$ cat config.mk
export PLATFORM = sky130hd
export DESIGN_NAME = kgp_step_sequencer_flat
export DESIGN_NICKNAME = d
export VERILOG_FILES = /design/src/rtl/kgp_pkg.sv /design/src/rtl/kgp_step_sequencer_if.sv /design/src/rtl/kgp_opclass.sv /design/src/rtl/kgp_step_sequencer.sv /design/src/flat_wrapper.sv
export SDC_FILE = /design/constraint.sdc
export NUM_CORES = 1
export LEC_CHECK = 0
export BUFFER_PORTS_ARGS = -buffer_cell sky130_fd_sc_hd__buf_2
export CORE_MARGIN = 2
export CORE_UTILIZATION = 45
export CTS_CLUSTER_DIAMETER = 200
export DETAILED_ROUTE_END_ITERATION = 8
export HOLD_SLACK_MARGIN = 0.1
export MAX_ROUTING_LAYER = met4
export PLACE_DENSITY = 0.69
export SLEW_MARGIN = 10
export SYNTH_ARGS = -nofsm -noshare
export SYNTH_HDL_FRONTEND = slang
export SYNTH_SLANG_ARGS = --single-unit
$ cat constraint.sdc
create_clock -name clk -period 2.22 [get_ports clk]
set_clock_uncertainty 0.1 [all_clocks]
set_input_delay 0.444 -clock clk [delete_from_list [all_inputs] [get_ports clk]]
set_output_delay 0.444 -clock clk [all_outputs]
set_load 0.02 [all_outputs]
$ cat src/rtl/kgp_pkg.sv
// Shared definitions for the KGP-RISC step sequencer: state encoding,
// opcode classes and the opcode values the control decode recognises.
package kgp_pkg;

  typedef enum logic [2:0] {
    S_IDLE   = 3'd0,
    S_FETCH  = 3'd1,
    S_DECODE = 3'd2,
    S_EXEC   = 3'd3,
    S_MEM    = 3'd4,
    S_WB     = 3'd5,
    S_TRAP   = 3'd7
  } state_t;

  typedef enum logic [2:0] {
    CLS_ALUI,
    CLS_BR,
    CLS_RTYPE,
    CLS_LD,
    CLS_ST,
    CLS_ILL
  } opclass_t;

  localparam logic [5:0] OP_ALUI_LO = 6'b000001;
  localparam logic [5:0] OP_ALUI_HI = 6'b000011;
  localparam logic [5:0] OP_BR_LO   = 6'b000100;
  localparam logic [5:0] OP_BR_HI   = 6'b000110;
  localparam logic [5:0] OP_LINK    = 6'b000110;
  localparam logic [5:0] OP_RTYPE_A = 6'b111100;
  localparam logic [5:0] OP_RTYPE_B = 6'b111101;
  localparam logic [5:0] OP_LOAD    = 6'b111110;
  localparam logic [5:0] OP_STORE   = 6'b111111;

endpackage

$ cat src/rtl/kgp_step_sequencer_if.sv
// Datapath/memory-side signal bundle of the step sequencer.
// master = sequencer, slave = datapath and unified memory port.
interface kgp_step_sequencer_if;
  logic       mem_req;
  logic       mem_we;
  logic       mem_ready;
  logic       ir_write;
  logic       pc_incr;
  logic       pc_write;
  logic       reg_write;
  logic [5:0] opcode;
  logic       branch_taken;

  modport master (
    output mem_req, mem_we, ir_write, pc_incr, pc_write, reg_write,
    input  mem_ready, opcode, branch_taken
  );

  modport slave (
    input  mem_req, mem_we, ir_write, pc_incr, pc_write, reg_write,
    output mem_ready, opcode, branch_taken
  );
endinterface

$ cat src/rtl/kgp_opclass.sv
// Combinational opcode -> instruction class decode, shared with the
// main-control decode.
module kgp_opclass
  import kgp_pkg::*;
(
  input  logic [5:0] opcode,
  output opclass_t   cls
);

  always_comb begin
    cls = CLS_ILL;
    if (opcode >= OP_ALUI_LO && opcode <= OP_ALUI_HI) cls = CLS_ALUI;
    else if (opcode >= OP_BR_LO && opcode <= OP_BR_HI) cls = CLS_BR;
    else if (opcode == OP_RTYPE_A || opcode == OP_RTYPE_B) cls = CLS_RTYPE;
    else if (opcode == OP_LOAD) cls = CLS_LD;
    else if (opcode == OP_STORE) cls = CLS_ST;
  end

endmodule

$ cat src/rtl/kgp_step_sequencer.sv
// Multi-cycle fetch/decode/exec/mem/wb sequencer with memory-wait watchdog.
// Define KGP_SEQ_PERF_EN to add the retired-instruction counter port.
//
// state  | meaning
// IDLE   | stopped, waiting for run
// FETCH  | instruction read outstanding
// DECODE | classify opcode (illegal -> TRAP)
// EXEC   | branch resolves here; others pick MEM or WB
// MEM    | load/store access outstanding
// WB     | register-file write
// TRAP   | absorbing error state, left only by reset
module kgp_step_sequencer
  import kgp_pkg::*;
#(
  parameter int TIMEOUT_W = 8
) (
  input  logic                  clk,
  input  logic                  rst_n,
  input  logic                  run,
  input  logic                  halt,
  kgp_step_sequencer_if.master  bus,
  output logic [2:0]            state,
  output logic                  busy,
  output logic                  trap
`ifdef KGP_SEQ_PERF_EN
  ,
  output logic [31:0]           retired
`endif
);

  // Wait count that, once incremented, reaches all-ones.
  localparam logic [TIMEOUT_W-1:0] WDOG_LAST = ~(TIMEOUT_W'(1));

  state_t               state_q, state_d;
  opclass_t             cls_q, cls_dec;
  logic                 link_q;
  logic [TIMEOUT_W-1:0] wdog_q;
  logic                 wdog_expire;
  logic                 boundary;
  logic                 mem_req, mem_we, ir_write, pc_incr, pc_write, reg_write;

  kgp_opclass u_opclass (
    .opcode (bus.opcode),
    .cls    (cls_dec)
  );

  assign wdog_expire = (wdog_q == WDOG_LAST);

  always_ff @(posedge clk or negedge rst_n) begin
    if (!rst_n) begin
      state_q <= S_IDLE;
      cls_q   <= CLS_ILL;
      link_q  <= 1'b0;
      wdog_q  <= '0;
    end else begin
      state_q <= state_d;
      if (state_q == S_DECODE) begin
        cls_q  <= cls_dec;
        link_q <= (bus.opcode == OP_LINK);
      end
      // Any cycle without a stalled request clears it, which covers entry to FETCH/MEM.
      if (mem_req && !bus.mem_ready) wdog_q <= wdog_q + TIMEOUT_W'(1);
      else                           wdog_q <= '0;
    end
  end

  always_comb begin
    state_d   = state_q;
    mem_req   = 1'b0;
    mem_we    = 1'b0;
    ir_write  = 1'b0;
    pc_incr   = 1'b0;
    pc_write  = 1'b0;
    reg_write = 1'b0;
    boundary  = 1'b0;

    case (state_q)
      S_IDLE: if (run) state_d = S_FETCH;

      S_FETCH: begin
        mem_req = 1'b1;
        if (bus.mem_ready) begin
          ir_write = 1'b1;
          pc_incr  = 1'b1;
          state_d  = S_DECODE;
        end else if (wdog_expire) begin
          state_d = S_TRAP;
        end
      end

      S_DECODE: state_d = (cls_dec == CLS_ILL) ? S_TRAP : S_EXEC;

      S_EXEC: begin
        case (cls_q)
          CLS_ALUI, CLS_RTYPE: state_d = S_WB;
          CLS_LD, CLS_ST:      state_d = S_MEM;
          CLS_BR: begin
            pc_write  = bus.branch_taken;
            reg_write = link_q;
            boundary  = 1'b1;
          end
          default:             state_d = S_TRAP;
        endcase
      end

      S_MEM: begin
        mem_req = 1'b1;
        mem_we  = (cls_q == CLS_ST);
        if (bus.mem_ready) begin
          if (cls_q == CLS_ST) boundary = 1'b1;
          else                 state_d  = S_WB;
        end else if (wdog_expire) begin
          state_d = S_TRAP;
        end
      end

      S_WB: begin
        reg_write = 1'b1;
        boundary  = 1'b1;
      end

      S_TRAP: state_d = S_TRAP;

      default: state_d = S_TRAP;
    endcase

    if (boundary) state_d = halt ? S_IDLE : S_FETCH;
  end

  assign bus.mem_req   = mem_req;
  assign bus.mem_we    = mem_we;
  assign bus.ir_write  = ir_write;
  assign bus.pc_incr   = pc_incr;
  assign bus.pc_write  = pc_write;
  assign bus.reg_write = reg_write;

  assign state = state_q;
  assign busy  = (state_q != S_IDLE) && (state_q != S_TRAP);
  assign trap  = (state_q == S_TRAP);

`ifdef KGP_SEQ_PERF_EN
  logic [31:0] retired_q;

  always_ff @(posedge clk or negedge rst_n) begin
    if (!rst_n)        retired_q <= '0;
    else if (boundary) retired_q <= retired_q + 32'd1;
  end

  assign retired = retired_q;
`endif

endmodule

$ cat src/flat_wrapper.sv
// flat-port wrapper written by rule: the top's interface ports become plain ports
module kgp_step_sequencer_flat import kgp_pkg::*;
#(
  parameter int TIMEOUT_W = 8
)
  (clk, rst_n, run, halt, state, busy, trap, bus_mem_req, bus_mem_we, bus_ir_write, bus_pc_incr, bus_pc_write, bus_reg_write, bus_mem_ready, bus_opcode, bus_branch_taken);
  kgp_step_sequencer_if bus_i ();
  input  logic clk;
  input  logic rst_n;
  input  logic run;
  input  logic halt;
  output logic [2:0] state;
  output logic busy;
  output logic trap;
  output wire logic [$bits(bus_i.mem_req)-1:0] bus_mem_req;
  output wire logic [$bits(bus_i.mem_we)-1:0] bus_mem_we;
  output wire logic [$bits(bus_i.ir_write)-1:0] bus_ir_write;
  output wire logic [$bits(bus_i.pc_incr)-1:0] bus_pc_incr;
  output wire logic [$bits(bus_i.pc_write)-1:0] bus_pc_write;
  output wire logic [$bits(bus_i.reg_write)-1:0] bus_reg_write;
  input wire logic [$bits(bus_i.mem_ready)-1:0] bus_mem_ready;
  input wire logic [$bits(bus_i.opcode)-1:0] bus_opcode;
  input wire logic [$bits(bus_i.branch_taken)-1:0] bus_branch_taken;
  assign bus_mem_req = bus_i.mem_req;
  assign bus_mem_we = bus_i.mem_we;
  assign bus_ir_write = bus_i.ir_write;
  assign bus_pc_incr = bus_i.pc_incr;
  assign bus_pc_write = bus_i.pc_write;
  assign bus_reg_write = bus_i.reg_write;
  assign bus_i.mem_ready = bus_mem_ready;
  assign bus_i.opcode = bus_opcode;
  assign bus_i.branch_taken = bus_branch_taken;
  kgp_step_sequencer #(.TIMEOUT_W(TIMEOUT_W)) u_core (.clk(clk), .rst_n(rst_n), .run(run), .halt(halt), .bus(bus_i), .state(state), .busy(busy), .trap(trap));
endmodule
==> results.sh, run 1 <==
export IMPL_clk_path_buf_depth=2
export IMPL_initial_core_util_pct=48.6
export IMPL_drcViolationCount=0
export IMPL_first_iter_violations=24
export IMPL_ys_warn_count=0
export IMPL_viasPerCell=5.32
export IMPL_path_clk_slew_ns=0.09
export IMPL_comb_power_share_pct=59.7
export IMPL_drt_total_wl_um=2100
export IMPL_ys_top_cells_by_area="dfrtp_1, dfstp_2, nor2_1, xor2_1, a21oi_1"
export IMPL_wire_per_inst_um=12.8
export IMPL_end_kind="output port"
export IMPL_cts_num_sinks=15
export IMPL_hold_viol=0
export IMPL_ys_seq_elements=15
export IMPL_internal_power_uw=804
export IMPL_gr_usage_met3_pct=5.95
export IMPL_antenna_left=0
export IMPL_p_sw_uw=588
export IMPL_pwr_share_seq_pct=29.2
export IMPL_final_nets=152
export IMPL_syn_to_final_growth_pct=23.0
export IMPL_synth_nets=122
export IMPL_core_rowCount=16
export IMPL_min_path_type="in2reg"
export IMPL_drive_above_1_share_pct=31.4
export IMPL_synth_top_area_share_pct=33.5
export IMPL_use_met1_pct=24.2
export IMPL_clk_latency_ns=0.29
export IMPL_antennaDiodeCount=0
export IMPL_yosys_area_top_type="dfrtp_1"
export IMPL_worstPathMaxFanout=4
export IMPL_boundaryPins=23
export IMPL_grt_max_degree=17
export IMPL_cp_required_ns=1.68
export IMPL_power_density_nw_per_um2=1160
export IMPL_switching_share_pct=42.2
export IMPL_hold_worst_slack_ns=0.221
export IMPL_met2_usage_pct=28.3
export IMPL_worstPathArrival_ns=1.67
export IMPL_synth_edf_count=0
export IMPL_avgSynthCellArea_um2=9.00
export IMPL_cts_max_level=1
export IMPL_maxSlewHeadroom_pct=77.7
export IMPL_grt_overflow_total=0
export IMPL_top_usage_layer="met2"
export IMPL_finalCriticalPeriod_ns=2.22
export IMPL_cap_violations=0
export IMPL_die_h_um=50.5
export IMPL_crit_slowest_cell="dfstp_2"
export IMPL_report_final_slew_viol_count=0
export IMPL_async_reset_ff_share_pct=100
export IMPL_total_leakage_power_uw=0.000550
export IMPL_status="finished clean"
export IMPL_synthCells=108
export IMPL_antenna_found_initial=0
export IMPL_clkPwrFrac_pct=11.2
export IMPL_syn_area_um2=972
export IMPL_synth_cell_types=44
export IMPL_crit_chain="nor2b_2 > or3b_4 > nor2_1 > buf_4"
export IMPL_tightestPinTransition_ns=0.335
export IMPL_fmax_mhz=451
export IMPL_grt_usage_pct=18.9
export IMPL_cts_root_buf="clkbuf_4"
export IMPL_first_global_vias=811
export IMPL_die_area_um2=2550
export IMPL_place_congestion=0.763
export IMPL_startpoint_type="flip-flop"
export IMPL_crit_path_max_incr_delay_ns=0.54
export IMPL_grt_pass1_wl_um=3490
export IMPL_setup_viol=0
export IMPL_crit_type="reg2out"
export IMPL_rsz0062_at_grt="true"
export IMPL_cts_buffers=3
export IMPL_coreArea_um2=2000
export IMPL_port_buffers=22
export IMPL_dr_pass1_iters=4
export IMPL_die_x_um=50.5
export IMPL_ys_seq_area_share_pct=38.9
export IMPL_fin_crit_sh_pct=99.9
export IMPL_vdd_ir_drop_max_v=0.000776
export IMPL_routed_via_count=872
export IMPL_final_core_util_pct=59.8
export IMPL_synth_top_flop_cell="dfrtp_1"
export IMPL_dp_final_hpwl_um=1490
export IMPL_cts_tree="done"
export IMPL_fillers=176
power groups by stage:
stage / logic [uW] / registers, uW / clock network, uW
after CTS: 795 / 402 / 164
final: 831 / 406 / 155
after floorplan: 517 / 458 / 0
after global routing: 908 / 415 / 178
after global placement: 736 / 418 / 0
after detailed placement: 742 / 424 / 0
worst paths after layout:
kind                       depth (start not counted)  slack (ns)                   startpoint                           to
max                                                4       0.002  u_core.cls_q[0]$_DFFE_PN1P_                 bus_pc_write
min                                                2        0.22                         halt  u_core.state[0]$_DFFE_PN0P_
max reg2reg                                        5        0.53  u_core.cls_q[0]$_DFFE_PN1P_  u_core.state[2]$_DFFE_PN0P_
min reg2reg                                        2        0.41    u_core.link_q$_DFFE_PN0P_    u_core.link_q$_DFFE_PN0P_
max in group asynchronous                          2        1.25                        rst_n  u_core.cls_q[0]$_DFFE_PN1P_
min in group asynchronous                          2        0.48                        rst_n  u_core.state[0]$_DFFE_PN0P_
area by class of cell:
| class | instances | area [um2] | area share, % |
|---|---|---|---|
| Timing Repair Buffer | 29 | 176 | 14.7 |
| Sequential cell | 15 | 378 | 31.6 |
| Inverter | 4 | 15.0 | 1.26 |
| Clock inverter | 1 | 5.00 | 0.418 |
| Tap cell | 27 | 33.8 | 2.82 |
| Multi-Input combinational cell | 85 | 566 | 47.3 |
| Clock buffer | 3 | 22.5 | 1.88 |
Yosys cell counts (3+ instances only):
master,instances
a21oi_1,6
nand2_1,8
xor2_1,5
nor2b_1,3
nand3b_1,3
o21ai_0,3
o21ai_1,3
nand4_1,3
nor2_1,13
nor3_1,3
nand3_1,3
dfrtp_1,13
inv_1,4
nand2b_1,3
layer usage:
| metal | vias to the layer above | routed length (um) |
|---|---|---|
| met5 | - | 0 |
| met4 | 0 | 28 |
| met3 | 5 | 129 |
| met2 | 19 | 980 |
| met1 | 400 | 957 |
| li1 | 448 | - |
worst max-delay path, delay by kind of cell (launching register included):
| family | cells | cell delay (ns) |
|---|---|---|
| flip-flops | 1 | 0.54 |
| buffers and inverters | 1 | 0.16 |
| AND/OR/NAND/NOR | 3 | 0.69 |
per-stage QoR:
stage,setup WS [ns],std cells,area (um2),power [uW],TNS (ns)
floorplan,0.0860,108,972,975,0
global placement,0.298,156,1110,1150,0
detailed placement,0.278,156,1110,1170,0
CTS,0.000142,163,1170,1360,0
global route,-0.0425,164,1200,1500,-0.0632
finish,0.00194,164,1200,1390,0
state kept, by name (all words and copies together), names as in the netlist:
signal	cells
u_core.cls_q	3
u_core.link_q	1
u_core.state	3
u_core.wdog_q	8
layout by cell type, fill, tap and decap left out, types with 2 or more instances in the layout:
cell type	netlist	final
clkbuf_4	0	3
nand2_1	8	8
and3_1	2	2
a21oi_1	6	6
nor3_1	3	3
inv_1	4	4
ha_1	2	2
nand2b_1	3	3
dfrtp_1	13	13
buf_2	1	19
nand3_1	3	3
or3b_4	1	2
nor2_1	13	13
xor2_1	5	5
o21ai_1	3	2
nor2b_1	3	2
nand4_1	3	3
o21ai_0	3	3
dfstp_2	2	2
buf_4	1	8
nand3b_1	3	3
a21o_1	2	2
timing repair:
| action | in CTS | in global routing |
|---|---|---|
| endpoints found under the setup margin | 3 | 3 |
| setup buffers | 2 | 1 |
| gates resized for setup | 1 | 7 |
| pin swaps | 0 | 0 |
| hold buffers | 1 | 0 |
| endpoints found under the hold margin | 13 | 0 |
cell families after synthesis:
kind of cell / share of synthesized area, %
and+or+nand+nor: 30.1
AOI/OAI and AO/OA: 18.7
DFF: 38.9
buffers and inverters: 4.37
xor gates and xnor gates: 5.41
adders and majority gates: 2.57
(Power assumes the default switching activity.)
==> run 2, diff against run 1 <==
--- a/config.mk
+++ b/config.mk
@@ -13,6 +13,7 @@
 export HOLD_SLACK_MARGIN = 0.1
 export MAX_ROUTING_LAYER = met4
 export PLACE_DENSITY = 0.69
+export REMOVE_ABC_BUFFERS = 1
 export SLEW_MARGIN = 10
 export SYNTH_ARGS = -nofsm -noshare
 export SYNTH_HDL_FRONTEND = slang
==> run 2 against run 1 <==
  * Fmax grew 1.0%
  * Core utilization shrank 0.13 points
  * Cell count shrank 0.61%
  * Critical endpoint is now bus_reg_write
  * Largest cell class unchanged
  * Highest routed layer unchanged
==> results.sh, run 2 (synthesis gave the netlist of run 1 again) <==
export IMPL_fmax_mhz=455
export IMPL_crit_path_max_incr_delay_ns=0.56
export IMPL_syn_to_final_growth_pct=22.8
export IMPL_place_congestion=0.755
export IMPL_crit_chain="nor2b_4 > or3b_4 > o21ai_2 > buf_6"
export IMPL_viasPerCell=5.47
export IMPL_antenna_found_initial=0
export IMPL_antenna_left=0
export IMPL_cts_buffers=3
export IMPL_initial_core_util_pct=48.6
export IMPL_wire_per_inst_um=12.6
export IMPL_cp_required_ns=1.68
export IMPL_cts_max_level=1
export IMPL_min_from="halt"
export IMPL_clk_latency_ns=0.28
export IMPL_die_h_um=50.5
export IMPL_final_cells=163
export IMPL_min_path_type="in2reg"
export IMPL_cts_num_sinks=15
export IMPL_boundaryPins=23
export IMPL_coreArea_um2=2000
export IMPL_cap_violations=0
export IMPL_final_nets=151
export IMPL_grt_usage_pct=18.1
export IMPL_routed_via_count=892
export IMPL_rsz0062_at_grt="true"
export IMPL_dp_cells=156
export IMPL_first_global_vias=776
export IMPL_maxSlewHeadroom_pct=77.0
export IMPL_setup_viol=0
export IMPL_hold_worst_slack_ns=0.245
export IMPL_hold_viol=0
export IMPL_cts_root_buf="clkbuf_4"
export IMPL_largest_reg_flops=8
export IMPL_worstReg2RegEnd="u_core.state[0]$_DFFE_PN0P_"
export IMPL_die_x_um=50.5
export IMPL_crit_type="reg2out"
export IMPL_vdd_ir_drop_max_v=0.000578
export IMPL_layout_cells_most_common="buf_2"
export IMPL_grt_max_degree=17
export IMPL_worstPathMaxFanout=4
export IMPL_startpoint_type="flip-flop"
export IMPL_total_leakage_power_uw=0.000549
export IMPL_drt_total_wl_um=2060
export IMPL_status="finished clean"
export IMPL_dr_pass1_iters=4
export IMPL_crit_end="bus_reg_write"
export IMPL_mostFrequentLayoutCells="buf_2, dfrtp_1, nor2_1"
export IMPL_port_buffers=22
export IMPL_first_iter_violations=1
export IMPL_rr_startpoint="u_core.state[0]$_DFFE_PN0P_"
export IMPL_tightestPinTransition_ns=0.345
export IMPL_end_kind="output port"
export IMPL_fin_crit_sh_pct=98.9
export IMPL_die_area_um2=2550
export IMPL_top_usage_layer="met2"
export IMPL_power_density_nw_per_um2=1160
export IMPL_worstPathArrival_ns=1.65
export IMPL_startpoint="u_core.cls_q[0]$_DFFE_PN1P_"
export IMPL_grt_overflow_total=0
export IMPL_antennaDiodeCount=0
export IMPL_drcViolationCount=0
export IMPL_reg2regPathDepth=5
export IMPL_grt_pass1_wl_um=3390
export IMPL_finalCriticalPeriod_ns=2.20
export IMPL_use_met1_pct=23.9
export IMPL_rrSetupSlack_ns=0.60
export IMPL_drive_above_1_share_pct=31.6
export IMPL_met2_usage_pct=27.6
export IMPL_gr_usage_met3_pct=6.55
export IMPL_cts_tree="done"
export IMPL_report_final_slew_viol_count=0
export IMPL_dp_final_hpwl_um=1530
export IMPL_core_rowCount=16
export IMPL_largest_register="u_core.wdog_q"
export IMPL_path_clk_slew_ns=0.09
export IMPL_clk_path_buf_depth=2
export IMPL_crit_slowest_cell="dfstp_2"
run 2: changes by cell type in the layout (fill, tap and decap cells not counted), sizes merged:
| cell | change |
|---|---|
| buf | -1 |
run 2: power by group:
part | internal, uW | total, uW | switching, uW | leakage (uW)
registers | 357 | 412 | 54.2 | 0.000194
clock network | 66.9 | 152 | 85.5 | 0.0000177
logic | 378 | 826 | 449 | 0.000338
run 2: layer usage:
layer	part of all wire [%]	wire length (um)
met1	50	1020
met4	0.44	9
met5	0	0
met2	46	943
met3	4.0	83
run 2: critical path: cells and delay by family (launching register included):
family,cells,cell delay [ns]
flip-flops,1,0.56
AO/OA/AOI/OAI,1,0.13
buffers and inverters,1,0.13
AND/OR/NAND/NOR,2,0.55
run 2: final cells by class:
| type | count | area (um2) |
|---|---|---|
| clock buffer | 3 | 22.5 |
| clock inverter | 1 | 5.00 |
| fill | 183 | 808 |
| inverter | 4 | 15.0 |
| multi-input combinational | 85 | 571 |
| sequential | 15 | 378 |
| tap | 27 | 33.8 |
| timing repair buffer | 28 | 169 |
run 2: how the worst min path moves through the flow:
stage | slack [ns] | cells after the start | to
global route | 0.22 | 2 | u_core.state[0]$_DFFE_PN0P_
detailed placement | 0.27 | 1 | u_core.state[1]$_DFFE_PN0P_
global placement | 0.26 | 1 | u_core.state[0]$_DFFE_PN0P_
finish | 0.24 | 2 | u_core.state[0]$_DFFE_PN0P_
floorplan | 0.05 | 0 | u_core.cls_q[1]$_DFFE_PN0P_
CTS | 0.24 | 2 | u_core.state[0]$_DFFE_PN0P_
run 2: per-stage QoR:
step	setup TNS, ns	power, uW	cell area, um2	setup slack [ns]	utilization, %
5_1_grt	-0.0793	1500	1190	-0.0540	59.6
6_report	0	1390	1190	0.0245	59.6
3_3_place_gp	0	1160	1110	0.295	55.5
4_1_cts	-0.0116	1360	1170	-0.0116	58.4
2_1_floorplan	0	935	945	0.00785	-
3_5_place_dp	0	1170	1110	0.275	55.5
run 2: what timing repair did:
item,in CTS,in global routing
buffers inserted,1,1
endpoints found under the setup margin,3,3
resized for setup,4,5
pin swaps,0,0
hold endpoints to repair,13,0
hold buffers,1,0
==> run 3, diff against run 2 <==
--- a/config.mk
+++ b/config.mk
@@ -6,14 +6,17 @@
 export NUM_CORES = 1
 export LEC_CHECK = 0
 export BUFFER_PORTS_ARGS = -buffer_cell sky130_fd_sc_hd__buf_2
+export CELL_PAD_IN_SITES_DETAIL_PLACEMENT = 1
+export CELL_PAD_IN_SITES_GLOBAL_PLACEMENT = 1
 export CORE_MARGIN = 2
-export CORE_UTILIZATION = 45
+export CORE_UTILIZATION = 39
 export CTS_CLUSTER_DIAMETER = 200
 export DETAILED_ROUTE_END_ITERATION = 8
 export HOLD_SLACK_MARGIN = 0.1
 export MAX_ROUTING_LAYER = met4
-export PLACE_DENSITY = 0.69
+export PLACE_DENSITY_LB_ADDON = 0.1
 export REMOVE_ABC_BUFFERS = 1
+export SETUP_SLACK_MARGIN = 0.5
 export SLEW_MARGIN = 10
 export SYNTH_ARGS = -nofsm -noshare
 export SYNTH_HDL_FRONTEND = slang
==> run 3 against run 2 <==
  * The flow now finishes with violations (negative setup slack)
  * Final area up 21%
  * Setup slack worse by 0.038 ns
  * Via count up 16%
  * Total power up 40%
  * Sequential power up 3%
  * Non-clock buffer count up 15
  * Combinational power up 65%
  * Critical path depth unchanged
  * Critical endpoint unchanged
  * Largest power group unchanged
==> results.sh, run 3 (synthesis gave the netlist of run 1 again) <==
export IMPL_report_final_slew_viol_count=0
export IMPL_clkPwrFrac_pct=8.7
export IMPL_path_depth=4
export IMPL_final_core_util_pct=60.0
export IMPL_port_buffers=22
export IMPL_drt_total_wl_um=3600
export IMPL_die_x_um=53.9
export IMPL_switching_share_pct=43.5
export IMPL_hold_viol=0
export IMPL_pwr_share_seq_pct=21.7
export IMPL_worstReg2RegEnd="u_core.state[1]$_DFFE_PN0P_"
export IMPL_clk_path_buf_depth=2
export IMPL_rrSetupSlack_ns=0.35
export IMPL_maxSlewHeadroom_pct=77.1
export IMPL_grt_pass1_wl_um=4580
export IMPL_status="finished, violations left"
export IMPL_violations="negative setup slack"
export IMPL_wire_per_inst_um=19.9
export IMPL_total_leakage_power_uw=0.000659
export IMPL_mostFrequentLayoutCells="buf_4, buf_2, dfrtp_1"
export IMPL_worstPathArrival_ns=1.69
export IMPL_routed_via_count=1036
export IMPL_crit_path_max_incr_delay_ns=0.46
export IMPL_rsz0062_at_grt="true"
export IMPL_die_area_um2=2910
export IMPL_cts_max_level=1
export IMPL_setup_viol=1
export IMPL_antenna_found_initial=0
export IMPL_cap_violations=0
export IMPL_fillers=279
export IMPL_setup_ws_ns=-0.0130
export IMPL_core_rowCount=18
export IMPL_crit_type="reg2out"
export IMPL_crit_end="bus_reg_write"
export IMPL_clk_latency_ns=0.29
export IMPL_antenna_left=0
export IMPL_grt_usage_pct=22.6
export IMPL_p_sw_uw=848
export IMPL_final_nets=166
export IMPL_grt_max_degree=16
export IMPL_vdd_ir_drop_max_v=0.000718
export IMPL_end_kind="output port"
export IMPL_cts_num_sinks=15
export IMPL_crit_slowest_cell="or3b_4"
export IMPL_comb_power_share_pct=69.6
export IMPL_viasPerCell=5.72
export IMPL_cts_tree="done"
export IMPL_min_path_type="in2reg"
export IMPL_crit_chain="nand3b_1 > or3b_4 > o21ai_4 > buf_6"
export IMPL_first_iter_violations=25
export IMPL_largest_reg_flops=8
export IMPL_fin_crit_sh_pct=101
export IMPL_coreArea_um2=2410
export IMPL_syn_to_final_growth_pct=48.8
export IMPL_layout_cells_most_common="buf_4"
export IMPL_reg2regPathDepth=6
export IMPL_drive_above_1_share_pct=43.7
export IMPL_cts_root_buf="clkbuf_4"
export IMPL_tightestPinTransition_ns=0.339
export IMPL_startpoint_type="flip-flop"
export IMPL_internal_power_uw=1100
export IMPL_cp_num_buf_inv=1
export IMPL_cts_buffers=3
export IMPL_fmax_mhz=448
export IMPL_path_clk_slew_ns=0.10
export IMPL_place_congestion=0.736
export IMPL_power_density_nw_per_um2=1350
export IMPL_finalCriticalPeriod_ns=2.23
export IMPL_boundaryPins=23
export IMPL_worstPathMaxFanout=3
export IMPL_first_global_vias=947
export IMPL_drcViolationCount=0
export IMPL_hold_worst_slack_ns=0.230
export IMPL_cp_required_ns=1.68
export IMPL_initial_core_util_pct=40.3
export IMPL_startpoint="u_core.state[2]$_DFFE_PN0P_"
export IMPL_cpLargestDelayFamily="simple AND/OR/NAND/NOR gates"
export IMPL_die_h_um=53.9
export IMPL_dr_pass1_iters=4
export IMPL_antennaDiodeCount=0
export IMPL_rr_startpoint="u_core.state[2]$_DFFE_PN0P_"
export IMPL_largest_register="u_core.wdog_q"
export IMPL_grt_overflow_total=0
export IMPL_dp_final_hpwl_um=1800
export IMPL_power_uw=1950
run 3: worst register-to-register path, delay by kind of cell (launching register included):
| family | cells | cell delay (ns) |
|---|---|---|
| AOI/OAI and AO/OA | 1 | 0.13 |
| and+or+nand+nor | 3 | 0.84 |
| DFF | 1 | 0.42 |
| buffers and inverters | 2 | 0.26 |
run 3: metal layers:
metal / wire length (um) / GRT usage (%) / part of all wire, % / vias to the layer above
met4: 129 / 5.56 / 3.6 / 0
met5: 0 / - / 0 / -
met3: 212 / 3.33 / 5.9 / 16
met2: 1730 / 39.4 / 48 / 42
li1: - / - / - / 478
met1: 1530 / 27.3 / 42 / 500
run 3: how the worst min path moves through the flow:
stage                     start                           to  slack [ns]  depth (start not counted)
after detailed placement  rst_n  u_core.state[0]$_DFFE_PN0P_        0.27                          1
after floorplan           rst_n  u_core.cls_q[1]$_DFFE_PN0P_        0.05                          0
final                      halt  u_core.state[0]$_DFFE_PN0P_        0.23                          2
after CTS                  halt  u_core.state[0]$_DFFE_PN0P_        0.23                          2
after global placement    rst_n  u_core.state[0]$_DFFE_PN0P_        0.27                          1
after global routing       halt  u_core.state[0]$_DFFE_PN0P_        0.21                          2
run 3: through the flow:
step	std cells	setup TNS, ns	setup slack (ns)	instance area (um2)
final	181	-0.0130	-0.0130	1450
after detailed placement	159	0	0.230	1110
after global routing	181	-0.121	-0.0595	1450
after floorplan	104	0	0.00785	945
after global placement	159	0	0.305	1110
after CTS	173	0	0.0438	1320
run 3: cell type report:
class                      instances  area, um2  area share (%)
multi-input combinational         85        649            44.9
sequential                        15        378            26.1
timing repair buffer              43        340            23.5
tap                               30       37.5            2.60
clock buffer                       4       26.3            1.82
inverter                           4       15.0            1.04
run 3: power by group through the flow:
stage          Combinational, uW  Clock (uW)  Sequential (uW)
4_1_cts                     1050         165              410
2_1_floorplan                439           0              496
3_3_place_gp                 740           0              419
5_1_grt                     1440         184              432
6_report                    1360         169              424
3_5_place_dp                 759           0              424
run 3: timing repair:
action                                  4_1_cts  5_1_grt
buffers inserted                              9        8
resized for setup                            25       15
cloned                                        0        0
pin swaps                                     3        5
hold buffers                                  1        0
hold endpoints to repair                     13        0
endpoints found under the setup margin        8       15
